**config.mk**
```make
export PLATFORM = sky130hd
export DESIGN_NAME = sti_dac_gen2
export DESIGN_NICKNAME = d
export VERILOG_FILES = /design/src/rtl/sti_dac_pkg.sv /design/src/rtl/sti_pixel_packer.sv /design/src/rtl/sti_dac_gen2.sv
export SDC_FILE = /design/constraint.sdc
export NUM_CORES = 1
export LEC_CHECK = 0
export CAP_MARGIN = 20
export CORE_MARGIN = 3
export CORE_UTILIZATION = 40
export CTS_CLUSTER_DIAMETER = 50
export DETAILED_ROUTE_END_ITERATION = 10
export GPL_ROUTABILITY_DRIVEN = 0
export PLACE_DENSITY = 0.65
export SYNTH_ARGS = -nofsm -noshare
export SYNTH_HDL_FRONTEND = slang
export SYNTH_SLANG_ARGS = --single-unit
```
**constraint.sdc**
```tcl
create_clock -name clk -period 4.05 [get_ports clk]
set_input_delay 0.81 -clock clk [delete_from_list [all_inputs] [get_ports clk]]
set_output_delay 0.81 -clock clk [all_outputs]
set_load 0.01 [all_outputs]
```
**src/rtl/sti_dac_pkg.sv**
```systemverilog
// sti_dac_pkg: shared state encoding, frame-length codes and the frame-length
// helper used by the sti_dac_gen2 serial transmitter.
package sti_dac_pkg;

  typedef enum logic [1:0] {
    ST_IDLE  = 2'd0,
    ST_SHIFT = 2'd1,
    ST_PAD   = 2'd2,
    ST_DONE  = 2'd3
  } state_e;

  // pi_length codes: frame length as a multiple of the data width.
  localparam logic [1:0] LEN_HALF     = 2'b00;
  localparam logic [1:0] LEN_FULL     = 2'b01;
  localparam logic [1:0] LEN_ONE_HALF = 2'b10;
  localparam logic [1:0] LEN_DOUBLE   = 2'b11;

  // Number of serial bits in a frame for a given data width and length code.
  function automatic int unsigned frame_len(input int unsigned data_w,
                                            input logic [1:0]  len_code);
    int unsigned len;
    case (len_code)
      LEN_HALF:     len = data_w / 2;
      LEN_FULL:     len = data_w;
      LEN_ONE_HALF: len = (3 * data_w) / 2;
      default:      len = 2 * data_w;
    endcase
    return len;
  endfunction

endpackage

```
**src/rtl/sti_pixel_packer.sv**
```systemverilog
// sti_pixel_packer: collects the serial stream into PIX_W-bit pixels and
// issues one write strobe per pixel at an auto-incrementing address. A pad
// request writes a zero pixel at the next address instead.
module sti_pixel_packer #(
  parameter int PIX_W  = 8,
  parameter int ADDR_W = 8
) (
  input  logic              clk,
  input  logic              reset,
  input  logic              bit_valid,
  input  logic              bit_in,
  input  logic              pad_req,
  output logic              pixel_wr,
  output logic [ADDR_W-1:0] pixel_addr,
  output logic [PIX_W-1:0]  pixel_dataout
);

  localparam int CNT_W = (PIX_W > 1) ? $clog2(PIX_W) : 1;
  localparam logic [CNT_W-1:0] CNT_LAST = CNT_W'(PIX_W - 1);

  logic [PIX_W-1:0]  pix_q, pix_d, pix_shift;
  logic [CNT_W-1:0]  bit_cnt_q, bit_cnt_d;
  logic [ADDR_W-1:0] addr_q, addr_d;
  logic              wr_q, wr_d;
  logic [PIX_W-1:0]  dout_q, dout_d;

  // Next-state logic: shift in at the LSB, launch a write on every full pixel or pad request.
  always_comb begin
    // NOTE: every combinational output gets a default first so no path can infer a latch.
    pix_d     = pix_q;
    bit_cnt_d = bit_cnt_q;
    addr_d    = wr_q ? addr_q + ADDR_W'(1) : addr_q;
    wr_d      = 1'b0;
    dout_d    = dout_q;
    pix_shift = (pix_q << 1) | PIX_W'(bit_in);

    if (bit_valid) begin
      pix_d = pix_shift;
      if (bit_cnt_q == CNT_LAST) begin
        bit_cnt_d = '0;
        wr_d      = 1'b1;
        dout_d    = pix_shift;
      end else begin
        bit_cnt_d = bit_cnt_q + CNT_W'(1);
      end
    end else if (pad_req) begin
      wr_d   = 1'b1;
      dout_d = '0;
    end
  end

  // Packer registers; reset discards any partially assembled pixel.
  always_ff @(posedge clk or negedge reset) begin
    if (!reset) begin
      pix_q     <= '0;
      bit_cnt_q <= '0;
      addr_q    <= '0;
      wr_q      <= 1'b0;
      dout_q    <= '0;
    end else begin
      pix_q     <= pix_d;
      bit_cnt_q <= bit_cnt_d;
      addr_q    <= addr_d;
      wr_q      <= wr_d;
      dout_q    <= dout_d;
    end
  end

  assign pixel_wr      = wr_q;
  assign pixel_addr    = addr_q;
  assign pixel_dataout = dout_q;

endmodule

```
**src/rtl/sti_dac_gen2.sv**
```systemverilog
// sti_dac_gen2: serial transmitter and pixel-memory arranger. Builds a frame
// from each loaded word, shifts it out one bit per cycle and packs the same
// stream into pixel writes. Define STI_DAC_ZERO_PAD_EN to zero-fill the rest
// of pixel memory after the final word before raising pixel_finish.
module sti_dac_gen2
  import sti_dac_pkg::*;
#(
  parameter int DATA_W  = 16,
  parameter int PIX_W   = 8,
  parameter int ADDR_W  = 8,
  parameter int NUM_PIX = 256
) (
  input  logic              clk,
  input  logic              reset,
  input  logic              load,
  input  logic [DATA_W-1:0] pi_data,
  input  logic [1:0]        pi_length,
  input  logic              pi_fill,
  input  logic              pi_msb,
  input  logic              pi_low,
  input  logic              pi_end,
  output logic              busy,
  output logic              so_data,
  output logic              so_valid,
  output logic              pixel_wr,
  output logic [ADDR_W-1:0] pixel_addr,
  output logic [PIX_W-1:0]  pixel_dataout,
  output logic              pixel_finish
);

  localparam int HALF_W  = DATA_W / 2;
  localparam int FRAME_W = 2 * DATA_W;
  localparam int CNT_W   = $clog2(FRAME_W + 1);

`ifdef STI_DAC_ZERO_PAD_EN
  localparam state_e            END_STATE = ST_PAD;
  localparam logic [ADDR_W-1:0] LAST_ADDR = ADDR_W'(NUM_PIX - 1);
`else
  localparam state_e            END_STATE = ST_DONE;
`endif

  // Frames always end on a pixel boundary only if half a word is whole pixels.
  if (NUM_PIX > (1 << ADDR_W) || (DATA_W % (2 * PIX_W)) != 0) begin : g_bad_params
    $error("sti_dac_gen2: illegal DATA_W/PIX_W/ADDR_W/NUM_PIX combination");
  end

  state_e             state_q, state_d;
  logic [FRAME_W-1:0] sh_q, sh_d;
  logic               msb_q, msb_d;
  logic               end_q, end_d;
  logic [CNT_W-1:0]   cnt_q, cnt_d;
  logic [FRAME_W-1:0] frame_raw, frame_aligned;
  logic               tx_bit;
  logic               pad_req;

  // Frame construction from live inputs, aligned so the first bit sent sits at the shift end.
  always_comb begin
    frame_raw = '0;
    case (pi_length)
      LEN_HALF: frame_raw[HALF_W-1:0] = pi_low ? pi_data[DATA_W-1:HALF_W]
                                               : pi_data[HALF_W-1:0];
      LEN_FULL: frame_raw[DATA_W-1:0] = pi_data;
      LEN_ONE_HALF: begin
        if (pi_fill) frame_raw[3*HALF_W-1:HALF_W] = pi_data;
        else         frame_raw[DATA_W-1:0]        = pi_data;
      end
      default: begin
        if (pi_fill) frame_raw[FRAME_W-1:DATA_W] = pi_data;
        else         frame_raw[DATA_W-1:0]       = pi_data;
      end
    endcase
    frame_aligned = pi_msb ? frame_raw << (FRAME_W - int'(frame_len(DATA_W, pi_length)))
                           : frame_raw;
  end

  assign tx_bit = msb_q ? sh_q[FRAME_W-1] : sh_q[0];

  // FSM next state, frame capture/shift and pad-write requests.
  always_comb begin
    state_d = state_q;
    sh_d    = sh_q;
    msb_d   = msb_q;
    end_d   = end_q;
    cnt_d   = cnt_q;
    pad_req = 1'b0;

    case (state_q)
      ST_IDLE: begin
        if (load) begin
          sh_d    = frame_aligned;
          msb_d   = pi_msb;
          end_d   = pi_end;
          cnt_d   = CNT_W'(frame_len(DATA_W, pi_length));
          state_d = ST_SHIFT;
        end
      end
      ST_SHIFT: begin
        sh_d  = msb_q ? sh_q << 1 : sh_q >> 1;
        cnt_d = cnt_q - CNT_W'(1);
        if (cnt_q == CNT_W'(1)) begin
          state_d = end_q ? END_STATE : ST_IDLE;
        end
      end
`ifdef STI_DAC_ZERO_PAD_EN
      ST_PAD: begin
        // Stop once the write to the last memory location is on the bus.
        if (pixel_wr && pixel_addr == LAST_ADDR) begin
          state_d = ST_DONE;
        end else begin
          pad_req = 1'b1;
        end
      end
`endif
      ST_DONE: state_d = ST_DONE;
      default: state_d = ST_IDLE;
    endcase
  end

  // State and frame registers.
  always_ff @(posedge clk or negedge reset) begin
    // NOTE: sequential state uses non-blocking assignments and clears asynchronously on reset low.
    if (!reset) begin
      state_q <= ST_IDLE;
      sh_q    <= '0;
      msb_q   <= 1'b0;
      end_q   <= 1'b0;
      cnt_q   <= '0;
    end else begin
      state_q <= state_d;
      sh_q    <= sh_d;
      msb_q   <= msb_d;
      end_q   <= end_d;
      cnt_q   <= cnt_d;
    end
  end

  assign so_valid = (state_q == ST_SHIFT);
  assign so_data  = so_valid & tx_bit;
  assign busy     = (state_q == ST_SHIFT) || (state_q == ST_PAD);

  // The final data write can share the first DONE cycle; finish waits until it has left the bus.
  assign pixel_finish = (state_q == ST_DONE) && !pixel_wr;

  sti_pixel_packer #(
    .PIX_W (PIX_W),
    .ADDR_W(ADDR_W)
  ) u_packer (
    .clk          (clk),
    .reset        (reset),
    .bit_valid    (so_valid),
    .bit_in       (so_data),
    .pad_req      (pad_req),
    .pixel_wr     (pixel_wr),
    .pixel_addr   (pixel_addr),
    .pixel_dataout(pixel_dataout)
  );

endmodule

```
==> flow_summary.toml, run 1 <==
[flow_run]
cap_violations = 0

[logic_synthesis]
synthMuxAreaShare = 0.126
synth-adder-area-share = 0.0346
syn_inst = 454
synth_top_area_frac = 0.397
yosys-top-cells-area = "dfrtp_1, mux2_2, mux2i_1, a21oi_1, nand2_1"
synth_xor_area_frac = 0.0141
synth-seq-cells = 69
yosysUniqueCellTypes = 54
synth_area_sq_mm = 0.00435
synthFlopType = "dfrtp_1"
synthSimpleGateAreaFrac = 0.140
ys_warn_count = 0
ys_seq_area_frac = 0.397
avgSynthCellArea_sq_um = 9.57
synth_fp_nets = 491
synth-edff-count = 0
async_flop_share = 1.00
synth_largest_area_cell = "dfrtp_1"
synth_top_family_by_area = "compound AO/OA/AOI/OAI gates"
synth-compound-area-share = 0.237

[clock_network]
clock_latency_ns = 0.34
htreeDepth = 3
clock-sinks = 69
post_cts_buffers = 0
cts_root_buf = "clkbuf_8"
clk_pin_slew_ns = 0.07
ctsHoldBuffers = 0
numCtsBuffers = 9
cts_tree = "done"
cts_max_path_buffers = 2
cts-resized-gates = 0

[layout]
fin_area_sq_mm = 0.00501
drive_above_1_share = 0.134
area_growth_pct = 15.2
diodes = 0
final_cells = 621
fin_nets = 518
final_common_cell = "dfrtp_1"
fillers = 1018
final_cell_mix = "dfrtp_1, clkdlybuf4s50_1, nand2_1"

[timing]
worst_slack_ns = 0.760
final-max-slew-violation-count = 0
layout_worst_path_cycle_share = 0.812
fin_skew_ns = 0.0128
final.setup.tns_ns = 0
tightest_slew_ns = 0.883
rsz0062_at_grt = "false"
setup_violations = 0
max_freq_mhz = 304
fin_crit_ns = 3.29
hold_viol = 0
slew_headroom = 0.411

[place]
hpwl_mm = 8.03
placed_area_sq_mm = 0.00483
place_ws_ns = 0.510
dp_cells = 606
port_buffers = 45

[floorplan]
core_sq_mm = 0.0105
std_cell_rows = 37
die_w_um = 110
pin_count = 46
initial_core_util = 0.415
die_area_sq_mm = 0.0122
die_h_um = 110

[global_route]
grt_util_all_layers = 0.192
grt_pass1_vias = 3618
antenna_found_initial = 0
grt_pass1_wl_mm = 18.4
grt_overflow = 0
grt_max_degree = 70

[worst_setup_path]
startpoint_type = "primary input"
required_ns = 4.25
worstSetupEndpointType = "flip-flop"
arrival_ns = 3.49
critical_path_class = "primary input to flip-flop"
crit_fanout = 20

[detailed_routing]
antenna_left = 0
drt_wl_total_mm = 11.1
drt_iter0_drc = 336
vias = 3733
avgRoutedWirePerCell_um = 17.9
drc = 0
post_drt_via_cell_ratio = 6.01
firstDrtPassIters = 5

[worst_hold_path]
hold_path_class = "flip-flop to flip-flop"

[pwr]
vdd_drop_max_mv = 0.297
power_density_mw_per_mm2 = 695
total_power_w = 0.00348
p_leak_nw = 2.10

[run_status]
status = "finished, final reports clean"
cell usage after synthesis (12+ instances only):
cell type  instances
dfrtp_1           69
a21oi_1           35
nor2_1            26
nand3_1           17
buf_2             12
o21ai_0           22
mux2_2            30
mux2i_1           21
nand2_1           42
o211ai_1          13
ha_1              12
clkbuf_1          13
path summary, 6_finish.rpt:
| kind | start | to | slack [ns] | cells past startpoint |
|---|---|---|---|---|
| min | u_packer.pixel_addr[7] | u_packer.pixel_addr[7] | 0.47 | 1 |
| max | pi_length[0] | sh_q[24] | 0.76 | 7 |
| min reg2reg | u_packer.pixel_addr[7] | u_packer.pixel_addr[7] | 0.47 | 1 |
| min in group asynchronous | reset | u_packer.pixel_dataout[3] | 0.64 | 2 |
| max reg2reg | state_q[1] | sh_q[11] | 1.42 | 6 |
| max in group asynchronous | reset | u_packer.bit_cnt_q[2] | 2.80 | 2 |
where the power goes:
group	switching, W	leakage, nW	internal, W
logic	0.000916	1.17	0.000810
registers	0.000245	0.838	0.000996
clock network	0.000242	0.0926	0.000269
total	0.00140	2.10	0.00207
layout make-up:
cell class                      instances  area [sq um]  share of cell area
Inverter                               11          41.3             0.00825
Clock buffer                           14           173              0.0345
Timing Repair Buffer                   51           490              0.0980
Clock inverter                          1          5.00             0.00100
Multi-Input combinational cell        339          2400               0.479
Tap cell                              136           170              0.0340
Sequential cell                        69          1730               0.345
registers in the layout, indices dropped and copies added (netlist names):
| signal | flops |
|---|---|
| u_packer.pix_q | 7 |
| end_q | 1 |
| sh_q | 32 |
| u_packer.pixel_wr | 1 |
| msb_q | 1 |
| u_packer.pixel_dataout | 8 |
| cnt_q | 6 |
| u_packer.bit_cnt_q | 3 |
| u_packer.pixel_addr | 8 |
| state_q | 2 |
cell families (layout without fill, tap and decap cells):
logic type	after synthesis	in the layout
AO/OA/AOI/OAI	145	145
XOR/XNOR	7	7
adder cells (fa/ha/maj)	12	12
buffers and inverters	46	77
flip-flops	69	69
multiplexers	51	51
AND/OR/NAND/NOR	124	124
per-stage QoR:
| stage | util | hold slack [ns] |
|---|---|---|
| 6_report | 0.478 | 0.470 |
| 5_1_grt | 0.478 | 0.510 |
| 4_1_cts | 0.478 | 0.476 |
| 3_5_place_dp | 0.461 | 0.465 |
| 3_3_place_gp | 0.461 | 0.459 |
| 2_1_floorplan | - | 0.462 |
critical path, cell delays in order:
cell and delay [ns]:
clkdlybuf4s50_1 0.51, ha_1 0.59, inv_1 0.39, and3_1 0.37
a22o_1 0.31, a221oi_1 0.40, a21oi_1 0.12
routing by layer:
metal,global-route usage,vias up,routed length (um)
met5,0,-,0
met4,0.0809,0,264
met3,0.0361,23,778
met2,0.296,175,4990
met1,0.264,1791,5100
li1,-,1744,-
Note: power is estimated with default switching activity, not from simulation.
==> run 2, diff against run 1 <==
Clock period 4.05 ns to 3.03 ns, I/O delays scaled along.
==> run 2 against run 1 <==
  * First-iteration DRC count grew 17%
  * Count of clock-buffer cells in the layout shrank 4
  * Highest routed layer unchanged
  * Via count rose by 1.6%
  * Largest cell class unchanged
  * Clock skew fell by 0.0022 ns
  * Global-route usage increased by 0.27 points
==> flow_summary.toml, run 2 (synthesis results as in run 1) <==
[detailed_routing]
drc = 0
vias = 3792
drt_wl_total_mm = 11.3
drt_iter0_drc = 392
firstDrtPassIters = 5
antenna_left = 0
avgRoutedWirePerCell_um = 17.9
post_drt_via_cell_ratio = 5.98

[worst_setup_path]
path_cells = "clkdlybuf4s50_1, inv_1, ha_1, o21ba_4, a21o_1, a22o_1, a221oi_1, a311oi_1"
rrSetupSlack_ns = 0.72
crit_fanout = 16
r2r_start = "state_q[1]"
startpoint = "pi_length[0]"
startpoint_type = "primary input"
reg2reg_to = "sh_q[21]"
cpPeakStageDelay_ns = 0.50
critical_path_class = "primary input to flip-flop"
arrival_ns = 2.93
reg2reg_depth = 7
cp_slowest_cell = "clkdlybuf4s50_1"
required_ns = 3.25
worstSetupEndpointType = "flip-flop"

[clock_network]
ctsHoldBuffers = 0
clock_latency_ns = 0.35
htreeDepth = 3
cts_max_path_buffers = 2
clock-sinks = 69
cts_root_buf = "clkbuf_8"
numCtsBuffers = 9
clk_pin_slew_ns = 0.08
cts-resized-gates = 0
cts_tree = "done"
post_cts_buffers = 0

[pwr]
total_power_w = 0.00480
vdd_drop_max_mv = 0.457
power.internal_w = 0.00290
seqPwrFrac = 0.347
power_density_mw_per_mm2 = 932
switching_share = 0.396
p_leak_nw = 2.18
power.switching_w = 0.00190
pwr-share-comb = 0.482
pwr-share-clk = 0.171

[global_route]
antenna_found_initial = 0
grt_util_all_layers = 0.195
grt_max_degree = 40
grt_pass1_vias = 3497
grt_overflow = 0
grt_pass1_wl_mm = 18.5

[floorplan]
die_w_um = 110
std_cell_rows = 37
die_h_um = 110
pin_count = 46
initial_core_util = 0.415
die_area_sq_mm = 0.0122
core_sq_mm = 0.0105

[layout]
diodes = 0
final_common_cell = "dfrtp_1"
area_growth_pct = 18.4
largest_reg_flops = 32
fin_area_sq_mm = 0.00515
largest-register = "sh_q"
drive_above_1_share = 0.159
final_cell_mix = "dfrtp_1, clkdlybuf4s50_1, nand2_1"
fin_nets = 530

[timing]
hold_slack_ns = 0.260
fin_crit_ns = 2.72
setup_violations = 0
rsz0062_at_grt = "false"
slew_headroom = 0.410
layout_worst_path_cycle_share = 0.897
fin_skew_ns = 0.0106
final-max-slew-violation-count = 0
tightest_slew_ns = 0.879
max_freq_mhz = 368
final.setup.tns_ns = 0
hold_viol = 0

[run_status]
status = "finished, final reports clean"

[worst_hold_path]
hold_path_class = "primary input to asynchronous set/reset pin"

[place]
hpwl_mm = 8.23
port_buffers = 45
placed_area_sq_mm = 0.00493

[flow_run]
cap_violations = 0
run 2: cell types whose count changed in the layout (fill, tap and decap cells not counted), sizes merged:
cell    before  now
bufinv       0    2
clkinv       1    4
buf          7   19
clkbuf      14   10
run 2: routing by layer:
layer,vias up,track usage,part of all wire
met5,-,0,0
met4,0,0.0660,0.016
met3,21,0.0315,0.074
met2,169,0.302,0.45
met1,1823,0.277,0.46
li1,1779,-,-
run 2: how the worst max path moves through the flow:
stage,endpoint,cells after the start,slack (ns)
finish,sh_q[10],8,0.31
detailed placement,sh_q[10],8,-0.02
global route,sh_q[9],8,0.22
CTS,sh_q[10],8,0.34
floorplan,so_data,7,0.77
global placement,sh_q[10],8,0.02
run 2: final cells by class:
class | count | area (sq um)
fillers | 992 | 5320
clock inverters | 6 | 87.6
repair buffers | 63 | 593
clock buffers | 10 | 128
flip-flops and latches | 69 | 1730
inverters | 11 | 41.3
multi-input cells | 339 | 2400
well taps | 136 | 170
run 2: critical path: cells and delay by family:
kind | cells | cell delay, ns
compound gates | 5 | 1.37
buf+inv | 2 | 0.57
fa+ha+maj | 1 | 0.37
run 2: metrics by stage:
stage	cells	util	setup WS [ns]
global placement	618	0.471	0.0170
floorplan	454	-	0.767
global route	634	0.492	0.217
finish	634	0.492	0.313
CTS	634	0.492	0.345
detailed placement	618	0.471	-0.0243
run 2: power groups by stage:
stage          clock (W)  combinational, W  sequential (W)
2_1_floorplan          0           0.00169         0.00160
3_3_place_gp           0           0.00226         0.00166
3_5_place_dp           0           0.00231         0.00168
4_1_cts         0.000833           0.00232         0.00166
5_1_grt         0.000876           0.00258         0.00172
6_report        0.000820           0.00231         0.00166
==> run 3, diff against run 2 <==
Settings changed: CORE_UTILIZATION 40 to 48, PLACE_DENSITY 0.65 to 0.74.
==> run 3 against run 2 <==
  * Maximum frequency increased by 2.7%
  * Total power rose by 3.1%
  * Global-route usage up 2.5 points
==> flow_summary.toml, run 3 (synthesis results as in run 1) <==
[run_status]
status = "finished, final reports clean"

[detailed_routing]
antenna_left = 0
vias = 3799
avgRoutedWirePerCell_um = 17.8
post_drt_via_cell_ratio = 6.30
firstDrtPassIters = 5
drt_iter0_drc = 259
drt_wl_total_mm = 10.7
drc = 0

[place]
placed_area_sq_mm = 0.00490
hpwl_mm = 7.87
port_buffers = 45
dp_cells = 587

[clock_network]
cts_root_buf = "clkbuf_8"
ctsHoldBuffers = 0
htreeDepth = 3
post_cts_buffers = 0
cts_max_path_buffers = 2
clk_pin_slew_ns = 0.07
numCtsBuffers = 9
clock-sinks = 69
cts_tree = "done"
clock_latency_ns = 0.35
cts-resized-gates = 0

[layout]
multi_input_area_sq_mm = 0.00240
area_growth_pct = 18.7
drive_above_1_share = 0.156
fin_area_sq_mm = 0.00516
final_cells = 603
largest_reg_flops = 32
fillers = 779
final-seq-area_sq_mm = 0.00173
final_common_cell = "dfrtp_1"
fin_nets = 527
largest-register = "sh_q"
diodes = 0
final_cell_mix = "dfrtp_1, clkdlybuf4s50_1, nand2_1"

[timing]
rsz0062_at_grt = "false"
max_freq_mhz = 378
hold_slack_ns = 0.359
setup_violations = 0
tightest_slew_ns = 0.853
hold_viol = 0
layout_worst_path_cycle_share = 0.873
slew_headroom = 0.432
fin_skew_ns = 0.00955
final.setup.tns_ns = 0
fin_crit_ns = 2.65
final-max-slew-violation-count = 0

[floorplan]
die_w_um = 101
die_area_sq_mm = 0.0102
die_h_um = 101
initial_core_util = 0.496
core_sq_mm = 0.00876
pin_count = 46
std_cell_rows = 34

[worst_setup_path]
cpPeakStageDelay_ns = 0.50
cp_slowest_cell = "clkdlybuf4s50_1"
r2r_start = "state_q[1]"
required_ns = 3.24
critical_path_class = "primary input to flip-flop"
worst-path-buf-inv = 2
arrival_ns = 2.86
startpoint_type = "primary input"
critPathTopFamily = "compound AO/OA/AOI/OAI gates"
worstSetupEndpointType = "flip-flop"
crit_fanout = 16
path_cells = "clkdlybuf4s50_1, inv_1, ha_1, o21ba_4, a21o_1, a22o_1, a221oi_1, a21oi_1"
reg2reg_to = "sh_q[19]"
reg2reg_depth = 8
rrSetupSlack_ns = 0.78

[pwr]
power_density_mw_per_mm2 = 959
total_power_w = 0.00494
vdd_drop_max_mv = 0.416
p_leak_nw = 2.19

[flow_run]
cap_violations = 0

[worst_hold_path]
hold_path_class = "primary input to asynchronous set/reset pin"

[global_route]
grt_util_all_layers = 0.219
grt_overflow = 0
grt_pass1_vias = 3578
grt_pass1_wl_mm = 17.9
grt_max_degree = 54
antenna_found_initial = 0
-- run 3: worst register-to-register path, delay by kind of cell (launching register included) --
kind                     cells  cell delay (ns)
adder cells (fa/ha/maj)      1             0.35
AND/OR/NAND/NOR              3             0.64
AO/OA/AOI/OAI                2             0.33
flip-flops                   1             0.41
buffers and inverters        2             0.37
-- run 3: report_power, final --
part / internal (W) / switching (W) / leakage, nW
Sequential: 0.00133 / 0.000345 / 0.838
Combinational: 0.00111 / 0.00121 / 1.23
Clock: 0.000593 / 0.000353 / 0.126
-- run 3: per-layer routing --
metal  vias up  share of wire  GRT usage
met4         0          0.033      0.102
li1       1764              -          -
met2       174           0.46      0.354
met5         -              0          0
met3        34          0.075     0.0351
met1      1827           0.43      0.289
-- run 3: cell type report --
class | instances | area share
clock inverters | 5 | 0.0206
multi-input cells | 339 | 0.465
clock buffers | 11 | 0.0294
well taps | 108 | 0.0262
repair buffers | 60 | 0.116
inverters | 11 | 0.00801
flip-flops and latches | 69 | 0.335
-- run 3: worst max path at each step --
| stage | start | to | slack [ns] | cells after the start |
|---|---|---|---|---|
| global placement | pi_length[0] | sh_q[31] | 0.20 | 8 |
| detailed placement | pi_length[0] | sh_q[31] | 0.06 | 8 |
| floorplan | state_q[1] | so_data | 0.77 | 7 |
| global route | pi_length[0] | sh_q[31] | 0.28 | 8 |
| finish | pi_length[0] | sh_q[31] | 0.38 | 8 |
| CTS | pi_length[0] | sh_q[31] | 0.42 | 8 |
-- run 3: metrics by stage --
step / setup slack (ns) / utilization
2_1_floorplan: 0.767 / -
3_3_place_gp: 0.199 / 0.559
3_5_place_dp: 0.0620 / 0.559
4_1_cts: 0.423 / 0.588
5_1_grt: 0.281 / 0.588
6_report: 0.385 / 0.588
